--- src/rtl/duram_frame_reader.sv ---
// duram_frame_reader: prefetching read sequencer for a duram frame buffer with inter-frame gap
module duram_frame_reader #(
  parameter int DATA_WIDTH = 36,
  parameter int ADDR_WIDTH = 9,
  parameter int IFG_CYCLES = 0
) (
  input  logic                  i_clock,
  input  logic                  i_reset,
  input  logic [ADDR_WIDTH:0]   i_commit_ptr,
  output logic [ADDR_WIDTH:0]   o_rd_ptr,
  output logic [ADDR_WIDTH-1:0] o_ram_addr,
  output logic                  o_ram_rden,
  input  logic [DATA_WIDTH-1:0] i_ram_q,
  output logic [31:0]           o_out_data,
  output logic                  o_out_eop,
  output logic [1:0]            o_out_bytes,
  output logic                  o_out_err,
  output logic                  o_out_valid,
  input  logic                  i_out_ready,
  output logic [15:0]           o_frame_cnt
);
  typedef enum logic {RUN, GAP} state_t;
  state_t                r_state, w_state_nxt;
  logic [ADDR_WIDTH:0]   r_rd_ptr;
  logic [DATA_WIDTH-1:0] r_fifo [3];
  logic [1:0]            r_count, w_wr_idx;
  logic                  r_inflight, w_push, w_pop, w_eop_hs;
  logic [7:0]            r_gap_cnt, w_gap_nxt;
  logic [15:0]           r_frame_cnt;

  assign o_ram_rden  = (r_rd_ptr != i_commit_ptr) && (({1'b0, r_count} + {2'b0, r_inflight}) < 3'd3);
  assign o_rd_ptr    = r_rd_ptr;
  assign o_ram_addr  = r_rd_ptr[ADDR_WIDTH-1:0];
  assign o_out_valid = (r_state == RUN) && (r_count != 2'd0);
  assign o_out_data  = r_fifo[0][31:0];
  assign o_out_eop   = r_fifo[0][32];
  assign o_out_bytes = r_fifo[0][34:33];
  assign o_out_err   = r_fifo[0][35];
  assign o_frame_cnt = r_frame_cnt;
  assign w_push      = r_inflight;
  assign w_pop       = o_out_valid && i_out_ready;
  assign w_eop_hs    = w_pop && o_out_eop;
  assign w_wr_idx    = r_count - {1'b0, w_pop};

  // Read pointer advances on every issued read; in-flight flag marks next-cycle return
  always_ff @(posedge i_clock) begin
    if (i_reset) begin
      r_rd_ptr   <= '0;
      r_inflight <= 1'b0;
    end else begin
      r_rd_ptr   <= r_rd_ptr + {{ADDR_WIDTH{1'b0}}, o_ram_rden};
      r_inflight <= o_ram_rden;
    end
  end

  // Prefetch FIFO: shifts toward the head on pop, RAM return lands behind the last live entry
  always_ff @(posedge i_clock) begin
    if (i_reset) begin
      r_fifo[0] <= '0;
      r_fifo[1] <= '0;
      r_fifo[2] <= '0;
      r_count   <= 2'd0;
    end else begin
      if (w_pop) begin
        r_fifo[0] <= r_fifo[1];
        r_fifo[1] <= r_fifo[2];
        r_fifo[2] <= '0;
      end
      if (w_push) r_fifo[w_wr_idx] <= i_ram_q;
      r_count <= r_count + {1'b0, w_push} - {1'b0, w_pop};
    end
  end

  // State, gap countdown and frame counter registers
  always_ff @(posedge i_clock) begin
    if (i_reset) begin
      r_state     <= RUN;
      r_gap_cnt   <= 8'd0;
      r_frame_cnt <= 16'd0;
    end else begin
      r_state   <= w_state_nxt;
      r_gap_cnt <= w_gap_nxt;
      if (w_eop_hs) r_frame_cnt <= r_frame_cnt + 16'd1;
    end
  end

  // Enter the gap on an eop handshake, leave it after exactly IFG_CYCLES cycles
  always_comb begin
    w_state_nxt = r_state;
    w_gap_nxt   = r_gap_cnt;
    if (r_state == GAP) begin
      w_gap_nxt   = r_gap_cnt - 8'd1;
      w_state_nxt = (r_gap_cnt == 8'd1) ? RUN : GAP;
    end else if (w_eop_hs && IFG_CYCLES != 0) begin
      w_state_nxt = GAP;
      w_gap_nxt   = 8'(IFG_CYCLES);
    end
  end
endmodule

--- config.mk ---
export PLATFORM = sky130hd
export DESIGN_NAME = duram_frame_reader
export DESIGN_NICKNAME = d
export VERILOG_FILES = /design/src/rtl/duram_frame_reader.sv
export SDC_FILE = /design/constraint.sdc
export NUM_CORES = 1
export LEC_CHECK = 0
export ABC_AREA = 1
export BUFFER_PORTS_ARGS = -buffer_cell sky130_fd_sc_hd__buf_4
export CAP_MARGIN = 10
export CORE_MARGIN = 2
export CORE_UTILIZATION = 25
export DETAILED_ROUTE_END_ITERATION = 6
export MAX_ROUTING_LAYER = met4
export PLACE_DENSITY = 0.52
export SLEW_MARGIN = 10
export SYNTH_ARGS = -nofsm -noshare
export SYNTH_HDL_FRONTEND = slang
export SYNTH_SLANG_ARGS = --single-unit
--- constraint.sdc ---
create_clock -name i_clock -period 7.1 [get_ports i_clock]
set_clock_uncertainty 0.15 [all_clocks]
set_input_delay 0 -clock i_clock [delete_from_list [all_inputs] [get_ports i_clock]]
set_output_delay 0 -clock i_clock [all_outputs]
set_load 0.01 [all_outputs]
==> metrics.cfg <==
[clocking]
cts_tree = yes
worstSkewPairLatency_ns = 0.42
cts.clk_slew.worst_paths_ns = 0.07
cts_buffers = 17
clock_path_buffers = 2
cts_sinks = 146
cts_max_level = 4
clockRootBuffer = clkbuf_16
cts_setup_buffers = 0

[timing]
grt_setup_unrepaired = no
slew_violations = 0
slew-limit-headroom_pct = 40.2
worst_slew_pin_slew_ns = 0.895
finalSetupViolCount = 0
finalSetupTns_ns = 0
finalHoldViolations = 0
period_share_pct = 48.7
post-route-min-period_ns = 3.46
fmax_ghz = 0.289

[logic_synthesis]
synthAdderAreaFrac_pct = 1.92
synth_top_area_share_pct = 49.8
muxShareOfSynthArea_pct = 0
syn_avg_cell_area_um2 = 9.72
synthXorXnorAreaFrac_pct = 0.653
syn_area_um2 = 6510
synth-compound-area-share_pct = 8.84
synthTopCellsByArea = edfxtp_1, dfxtp_1, nand3_1, inv_1, nor2_1
syn_nets = 729
netlist_instances = 670
synth_top_family_by_area = simple AND/OR/NAND/NOR gates
ys_seq_area_share_pct = 61.5
synthDistinctLibCells = 33
synth_largest_area_cell = edfxtp_1
ys_ff_latch = 146
yosys.area_share.simple_pct = 18.8
ys_warn_count = 0

[floorplan]
pin_count = 122
initial_utilization_pct = 25.2
die_height_um = 165
die_area_um2 = 27400
core_um2 = 25800
rows = 59
die_width_um = 165

[detailed_routing]
wirelength_um = 14600
wl_per_cell_um = 12.6
drtAntennaViolNets = 0
num_vias = 4836
drc = 0
drt_iter0_markers = 256
first_pass_iters = 5
vias_per_cell = 4.17

[grt]
grt_pass1_vias = 4524
grt_overflow_total = 0
grt_pass1_wl_um = 23100
grt_max_degree = 74
track_usage_pct = 11.4
antenna_found_initial = 0

[power_and_ir_drop]
power_uw = 2760
ir_drop_v = 0.000152
p_leak_uw = 0.00354
powerDensity_nw_per_um2 = 321

[setup_path]
critPathMaxStageDelay_ns = 1.00
cpMostUsedCell = inv_1
rr_startpoint = r_state$_SDFF_PP0_
path_cells = inv_1 > nand3_2 > inv_1 > ha_1 > xnor2_2 > nand4_4 > nand2_2
r2r_cells = 7
path_class = flip-flop to flip-flop
worstSetupEndpointType = flip-flop
crit_path_start_kind = flip-flop
cp.required_ns = 6.99
cp_data_arrival_time_ns = 3.35
critPathMaxFanout = 73
startpoint = r_state$_SDFF_PP0_
slowest_stage = nand2_2

[layout]
drive_above_1_share_pct = 20.7
nets = 873
n_fill_cell = 2671
synthToLayoutAreaGrowth_pct = 32.0
insertedDiodeCount = 0

[worst_hold_path]
hp-class = primary input to flip-flop
worstHoldPathCells = 5
hp-start = i_out_ready

[placement]
post-dp-hpwl_um = 9630
numPortBuffers = 121
place_congestion = 0.757

[outcome]
status = finished clean

[run]
maxCapViolCount = 0

-- worst paths after layout --
path / end / slack (ns)
max: r_fifo[1][3]$_DFFE_PP_ / 3.64
min: o_frame_cnt[11]$_SDFFE_PP0P_ / 0.10
max reg2reg: r_fifo[1][3]$_DFFE_PP_ / 3.64
min reg2reg: r_gap_cnt[7]$_SDFFE_PP0P_ / 0.33
-- through the flow --
step	worst slack [ns]	std cells	utilization (%)	hold WS (ns)	instance area (µm²)
detailed placement	3.53	1089	29.6	0.191	7640
CTS	3.53	1161	33.3	0.0832	8600
global placement	3.58	1089	29.6	0.187	7640
global route	3.20	1161	33.3	0.132	8600
floorplan	4.31	670	-	0.0753	6510
finish	3.64	1161	33.3	0.103	8600
-- final cells by class --
type                    instances  area [µm²]  area share [%]
flip-flops and latches        146        4000            46.6
multi-input cells             399        1970            23.0
repair buffers                164        1330            15.5
clock buffers                  20         437            5.08
well taps                     335         419            4.88
inverters                      86         323            3.76
clock inverters                11         105            1.22
-- power breakdown --
part | switching, µW | internal (µW)
clock network | 355 | 484
logic | 387 | 245
registers | 78.7 | 1210
total | 821 | 1940
-- worst max-delay path, delay by kind of cell (launching register included) --
kind / cells / cell delay (ns)
adders and majority gates: 1 / 0.20
and+or+nand+nor: 3 / 1.85
xor gates and xnor gates: 1 / 0.24
buffers and inverters: 2 / 0.19
DFF: 1 / 0.43
-- cell families (layout without fill, tap and decap cells) --
logic type               count (synthesis)  after routing
AO/OA/AOI/OAI                          113            113
XOR/XNOR                                 4              4
adder cells (fa/ha/maj)                 10             10
buffers and inverters                  125            281
flip-flops                             146            146
AND/OR/NAND/NOR                        272            272
-- cells in the final DEF (no fill, tap or decap), types with 17 or more instances in the layout --
cell type      instances
inv_1                 83
nand2_1               73
buf_4                123
o21ai_1               32
o21ai_0               55
edfxtp_1             108
dfxtp_1               38
nand3_1               87
clkbuf_16             17
a21oi_1               22
nor2_1                83
dlygate4sd3_1         41
-- Yosys cell counts --
master and instances:
a21o_1 1, a21oi_1 22, a31oi_1 1, a41oi_1 1, buf_1 2, buf_2 18, buf_4 13, clkbuf_1 4
clkbuf_2 2, dfxtp_1 38, edfxtp_1 108, ha_1 10, inv_1 83, inv_2 3, nand2_1 76, nand2_2 3
nand3_1 87, nand3_2 1, nand4_1 3, nand4_2 1, nand4_4 1, nor2_1 83, nor2_2 5, nor2_4 1
nor3_1 9, nor3_4 1, o21ai_0 55, o21ai_1 32, o21bai_1 1, or2_2 1, xnor2_1 2, xnor2_2 1
xor2_1 1
-- routing by layer --
metal	vias up	GRT usage, %	part of all wire, %
li1	2542	-	-
met1	2188	13.9	46
met2	94	18.4	48
met3	12	2.80	4.4
met4	0	4.11	1.6
met5	-	-	0
-- registers in the layout, summed over array words and instances, names as in the netlist --
name         count
o_frame_cnt     16
o_rd_ptr        10
r_count          2
r_fifo         108
r_gap_cnt        8
r_inflight       1
r_state          1
-- timing repair --
action	in CTS	in global routing
hold endpoints to repair	125	0
gates resized for setup	0	0
hold buffers	41	0
setup endpoints to repair	0	0
Power figures use the tool's default switching activity.
